$ cat src/rtl/clmul_seq.sv
// Sequential carry-less multiplier producing the unreduced 2*DATA_WIDTH product.
// Define CLMUL_RADIX4_EN to consume two multiplier bits per cycle.
module clmul_seq #(
  parameter int unsigned DATA_WIDTH = 4
) (
  input  logic                          clk,
  input  logic                          rst,
  input  logic                          op_enable,
  input  logic [$clog2(DATA_WIDTH):0]   polyn_grade,
  input  logic [DATA_WIDTH-1:0]         a_in,
  input  logic [DATA_WIDTH-1:0]         b_in,
  output logic [2*DATA_WIDTH-1:0]       out,
  output logic                          op_finish
);

  localparam int unsigned DW = DATA_WIDTH;
  localparam int unsigned PW = 2 * DATA_WIDTH;
  localparam int unsigned GW = $clog2(DATA_WIDTH) + 1;
  localparam int unsigned CW = GW + 1;

  typedef enum logic [1:0] {IDLE, MUL, DONE} state_e;

  state_e          state_q, state_d;
  logic [DW-1:0]   a_q, a_d, b_q, b_d;
  logic [GW-1:0]   m_q, m_d;
  logic [CW-1:0]   cnt_q, cnt_d;
  logic [PW-1:0]   acc_q, acc_d;
  logic [PW-1:0]   out_q, out_d;
  logic            fin_q, fin_d;

  logic [GW-1:0]   m_sel;
  logic [DW-1:0]   op_mask;
  logic [PW-1:0]   a_ext;
  logic [PW-1:0]   step;
  logic            last;

  assign out       = out_q;
  assign op_finish = fin_q;

  // State register
  always_ff @(posedge clk or posedge rst) begin
    if (rst) begin
      state_q <= IDLE;
      a_q     <= '0;
      b_q     <= '0;
      m_q     <= '0;
      cnt_q   <= '0;
      acc_q   <= '0;
      out_q   <= '0;
      fin_q   <= 1'b0;
    end else begin
      state_q <= state_d;
      a_q     <= a_d;
      b_q     <= b_d;
      m_q     <= m_d;
      cnt_q   <= cnt_d;
      acc_q   <= acc_d;
      out_q   <= out_d;
      fin_q   <= fin_d;
    end
  end

  // Out-of-range degrees fall back to the full operand width
  always_comb begin
    m_sel   = (polyn_grade < GW'(2) || polyn_grade > GW'(DW)) ? GW'(DW) : polyn_grade;
    op_mask = ~({DW{1'b1}} << m_sel);
    a_ext   = PW'(a_q);
  end

`ifdef CLMUL_RADIX4_EN
  logic [1:0] b_pair;
  always_comb begin
    b_pair = 2'(b_q >> cnt_q);
    step   = (b_pair[0] ? (a_ext << cnt_q) : '0)
           ^ (b_pair[1] ? (a_ext << (cnt_q + CW'(1))) : '0);
    last   = (cnt_q + CW'(2)) >= CW'(m_q);
  end
  localparam logic [CW-1:0] CNT_INC = CW'(2);
`else
  logic b_bit;
  always_comb begin
    b_bit = 1'(b_q >> cnt_q);
    step  = b_bit ? (a_ext << cnt_q) : '0;
    last  = cnt_q == (CW'(m_q) - CW'(1));
  end
  localparam logic [CW-1:0] CNT_INC = CW'(1);
`endif

  // Next-state and datapath
  always_comb begin
    state_d = state_q;
    a_d     = a_q;
    b_d     = b_q;
    m_d     = m_q;
    cnt_d   = cnt_q;
    acc_d   = acc_q;
    out_d   = out_q;
    fin_d   = fin_q;

    case (state_q)
      IDLE: begin
        if (op_enable) begin
          a_d     = a_in & op_mask;
          b_d     = b_in & op_mask;
          m_d     = m_sel;
          cnt_d   = '0;
          acc_d   = '0;
          state_d = MUL;
        end
      end
      MUL: begin
        acc_d = acc_q ^ step;
        cnt_d = cnt_q + CNT_INC;
        if (last) begin
          out_d   = acc_q ^ step;
          fin_d   = 1'b1;
          state_d = DONE;
        end
      end
      DONE: begin
      end
      default: state_d = IDLE;
    endcase

    // Dropping the enable aborts from any state; no partial result survives
    if (!op_enable) begin
      state_d = IDLE;
      a_d     = '0;
      b_d     = '0;
      m_d     = '0;
      cnt_d   = '0;
      acc_d   = '0;
      out_d   = '0;
      fin_d   = 1'b0;
    end
  end

endmodule

$ cat config.mk
export PLATFORM = sky130hd
export DESIGN_NAME = clmul_seq
export DESIGN_NICKNAME = d
export VERILOG_FILES = /design/src/rtl/clmul_seq.sv
export SDC_FILE = /design/constraint.sdc
export NUM_CORES = 1
export LEC_CHECK = 0
export ABC_AREA = 0
export ABC_CLOCK_PERIOD_IN_PS = 4500
export CAP_MARGIN = 20
export CORE_MARGIN = 3
export CORE_UTILIZATION = 57
export CTS_BUF_LIST = sky130_fd_sc_hd__clkbuf_4 sky130_fd_sc_hd__clkbuf_8 sky130_fd_sc_hd__clkbuf_16
export DETAILED_ROUTE_END_ITERATION = 10
export GPL_TIMING_DRIVEN = 0
export PLACE_DENSITY = 0.83
export REMOVE_ABC_BUFFERS = 1
export SLEW_MARGIN = 40
export SYNTH_ARGS = -nofsm -noshare
export SYNTH_HDL_FRONTEND = slang
export SYNTH_SLANG_ARGS = --single-unit
export TNS_END_PERCENT = 30
$ cat constraint.sdc
create_clock -name clk -period 4.5 [get_ports clk]
set_input_delay 0.9 -clock clk [delete_from_list [all_inputs] [get_ports clk]]
set_output_delay 0.9 -clock clk [all_outputs]
set_load 0.01 [all_outputs]
==> impl_metrics.csv <==
group,metric,value,unit
status,outcome,"finished, final reports clean",
worst_setup_path,rr_endpoint,"out[7]",
clock_network,clk_latency,0.34,ns
drt,top_layer_used,"met4",
worst_setup_path,crit_end,"b_q[3]",
clock_network,cts_buffers,5,
synth,syn_area_per_cell,11.03,um2
clock_network,clk_pin_slew,0.10,ns
clock_network,cts_setup_buffers,0,
drt,wl_met2,1.793,mm
power,combPwrFrac,13.8,%
worst_setup_path,crit_type,"in2reg",
global_routing,grt_pass1_vias,1294,
placement,gp_congestion,0.7661,
clock_network,cts_hold_buffers,0,
layout,syn_to_final_growth,16.98,%
die,dieArea,3562,um2
power,power.density,314.5,nW/um2
sta,rsz0062_at_grt,"false",
layout,fin_util,73.56,%
worst_setup_path,path_cells,"clkdlybuf4s50_1 > nor2b_1 > a22o_1",
worst_setup_path,crit_fanout,12,
die,io_pins,23,
worst_setup_path,reg2reg_depth,7,
sta,skew,0.008093,ns
die,die_y,59.69,um
drt,routed_wl,3.398,mm
worst_setup_path,r2r_slack,2.54,ns
power,clkPwrFrac,30.4,%
clock_network,cts_tree,"built",
sta,tns,0,ns
synth,synth_edf_count,0,
layout,n_fill_cell,194,
synth,synthArstFlopShare,100.0,%
placement,dp_hpwl,2.385,mm
job,maxCapViolations,0,
drt,wl_met3,130,um
clock_network,cts_sinks,34,
sta,fmax,458.6,MHz
power,p_leak,0.8329,nW
global_routing,grt_pass1_wl,5.727,mm
synth,ys_ff_latch,34,
global_routing,gr-usage-all-layers,22.07,%
die,coreArea,2613,um2
clock_network,root_buffer,"clkbuf_4",
global_routing,antenna_found_initial,0,
synth,syn_area,1643,um2
sta,final_max_slew_viol_count,0,
power,p_sw,0.1646,mW
sta,hold_violations,0,
drt,wl_met1,1.434,mm
power,ir_worst_vdd,0.2537,mV
worst_setup_path,reg2reg_from,"m_q[0]",
clock_network,htree_levels,2,
worst_setup_path,cp_slowest_stage_delay,0.67,ns
drt,drcViolationCount,0,
drt,vias,1210,
placement,io_buffer_count,22,
die,rows,18,
synth,ys_types,38,
synth,yosysWarnings,0,
worst_setup_path,worstSetupStartpointType,"primary input",
worst_setup_path,worst_ep_required_time,4.78,ns
worst_setup_path,crit_slowest_cell,"nor2b_1",
synth,syn_inst,149,
layout,drive_gt1_share,11.05,%
die,start_util,62.88,%
sta,slew_headroom,49.23,%
power,power_switching_share,27.24,%
sta,finalCritPeriodShare,48.46,%
min_path,hold_path_class,"reg2reg",
power,intPower,0.4397,mW
global_routing,grt_max_degree,35,
sta,worst_pin_slew,0.7599,ns
layout,antenna_cells,0,
sta,period_minus_slack,2.181,ns
sta,setup_viol,0,
die,fp.dieW,59.69,um
worst_setup_path,cp-startpoint,"op_enable",
clock_network,cts_resized,0,
drt,routedWlPerCell,16.82,um
worst_setup_path,cp_data_arrival_time,2.46,ns
power,seq_power_share,55.7,%
drt,first_iter_violations,66,
layout,final_nets,187,
drt,viasPerCell,5.990,
drt,first_pass_iters,4,
synth,synth_ff_type,"dfrtp_1",
drt,ant_nets,0,
clock_network,clockBufferDepth,2,
synth,ys_seq_area_share,51.79,%
worst_setup_path,crit_path_end_kind,"register",
global_routing,grt_overflow,0,
## area by class of cell
class                   count  area (um2)  area share, %
clock buffers               7       58.81          3.060
clock inverters             1       5.005         0.2604
inverters                   3       11.26         0.5859
multi-input cells         105       738.2          38.41
flip-flops and latches     34       850.8          44.27
well taps                  30       37.54          1.953
repair buffers             22       220.2          11.46
## stage by stage
step / cell area (um2) / cells / worst slack [ns] / hold slack [ns] / total power, mW
finish: 1922 / 202 / 2.319 / 0.4930 / 0.6044
global placement: 1858 / 194 / 2.049 / 0.4675 / 0.4197
floorplan: 1600 / 142 / 2.756 / 0.4498 / 0.3951
global route: 1922 / 202 / 2.228 / 0.5118 / 0.6337
CTS: 1922 / 202 / 2.332 / 0.5006 / 0.6072
detailed placement: 1858 / 194 / 2.001 / 0.4728 / 0.4256
## Yosys cell counts, drive strengths merged, types with 3 or more instances
master	count	area share, %
a22o	10	5.3
and2	4	1.5
buf	3	1.7
clkbuf	4	0.91
dfrtp	34	52
inv	3	0.69
mux2	3	2.1
mux2i	3	1.8
nand2	17	4.0
nand3	3	0.91
nor2	7	1.6
nor3	3	0.91
o21ai	13	4.0
o2bb2ai	7	3.7
xnor2	6	3.2
xor2	4	2.1
## metal layers
| layer | GRT usage (%) | vias up |
|---|---|---|
| li1 | - | 576 |
| met1 | 25.28 | 603 |
| met2 | 37.35 | 26 |
| met3 | 7.559 | 5 |
| met4 | 9.177 | 0 |
| met5 | 0 | - |
## kinds of logic after synthesis
family | Yosys count | share of synthesized area [%]
adder cells (fa/ha/maj) | 2 | 1.523
XOR/XNOR | 10 | 5.331
flip-flops | 34 | 51.79
buffers and inverters | 10 | 3.274
multiplexers | 6 | 3.884
AO/OA/AOI/OAI | 41 | 19.57
AND/OR/NAND/NOR | 46 | 14.62
## cells in the final DEF (no fill, tap or decap), types with 2 or more instances in the layout
master	Yosys	layout
a21o_1	2	2
a22o_1	10	10
and2_1	4	4
and3_1	2	2
clkbuf_4	0	6
clkdlybuf4s50_1	0	22
dfrtp_1	34	34
ha_1	2	2
inv_1	3	2
mux2_2	3	3
mux2i_1	3	3
nand2_1	16	16
nand3_1	3	3
nand3b_1	2	2
nor2_1	7	7
nor2b_1	2	2
nor3_1	3	3
o21ai_0	11	11
o21ai_1	2	2
o2bb2ai_1	7	7
o31ai_1	2	2
xnor2_1	6	6
xor2_1	4	4
## power groups by stage
stage	registers [mW]	logic, mW	clock network [mW]
finish	0.337	0.0836	0.184
global route	0.339	0.0922	0.202
CTS	0.336	0.0835	0.187
detailed placement	0.342	0.0832	0
global placement	0.341	0.0785	0
floorplan	0.337	0.0583	0
## worst max-delay path: cells and delay by family
kind / cells / cell delay, ns
AO/OA/AOI/OAI: 1 / 0.25
AND/OR/NAND/NOR: 1 / 0.67
buffers and inverters: 1 / 0.64
## registers in the layout, summed over array words and instances (netlist names)
register,cells
op_finish,1
cnt_q,4
m_q,3
acc_q,8
out,8
a_q,4
b_q,4
state_q,2
## worst min path at each step
stage / depth (start not counted) / slack, ns / end / startpoint
global placement: 2 / 0.47 / op_finish / op_finish
global route: 1 / 0.51 / out[0] / out[0]
detailed placement: 1 / 0.47 / out[1] / out[1]
floorplan: 1 / 0.45 / state_q[1] / state_q[0]
CTS: 1 / 0.50 / out[6] / out[6]
finish: 1 / 0.49 / out[1] / out[1]
No activity file was read; power rests on OpenSTA's default activity.
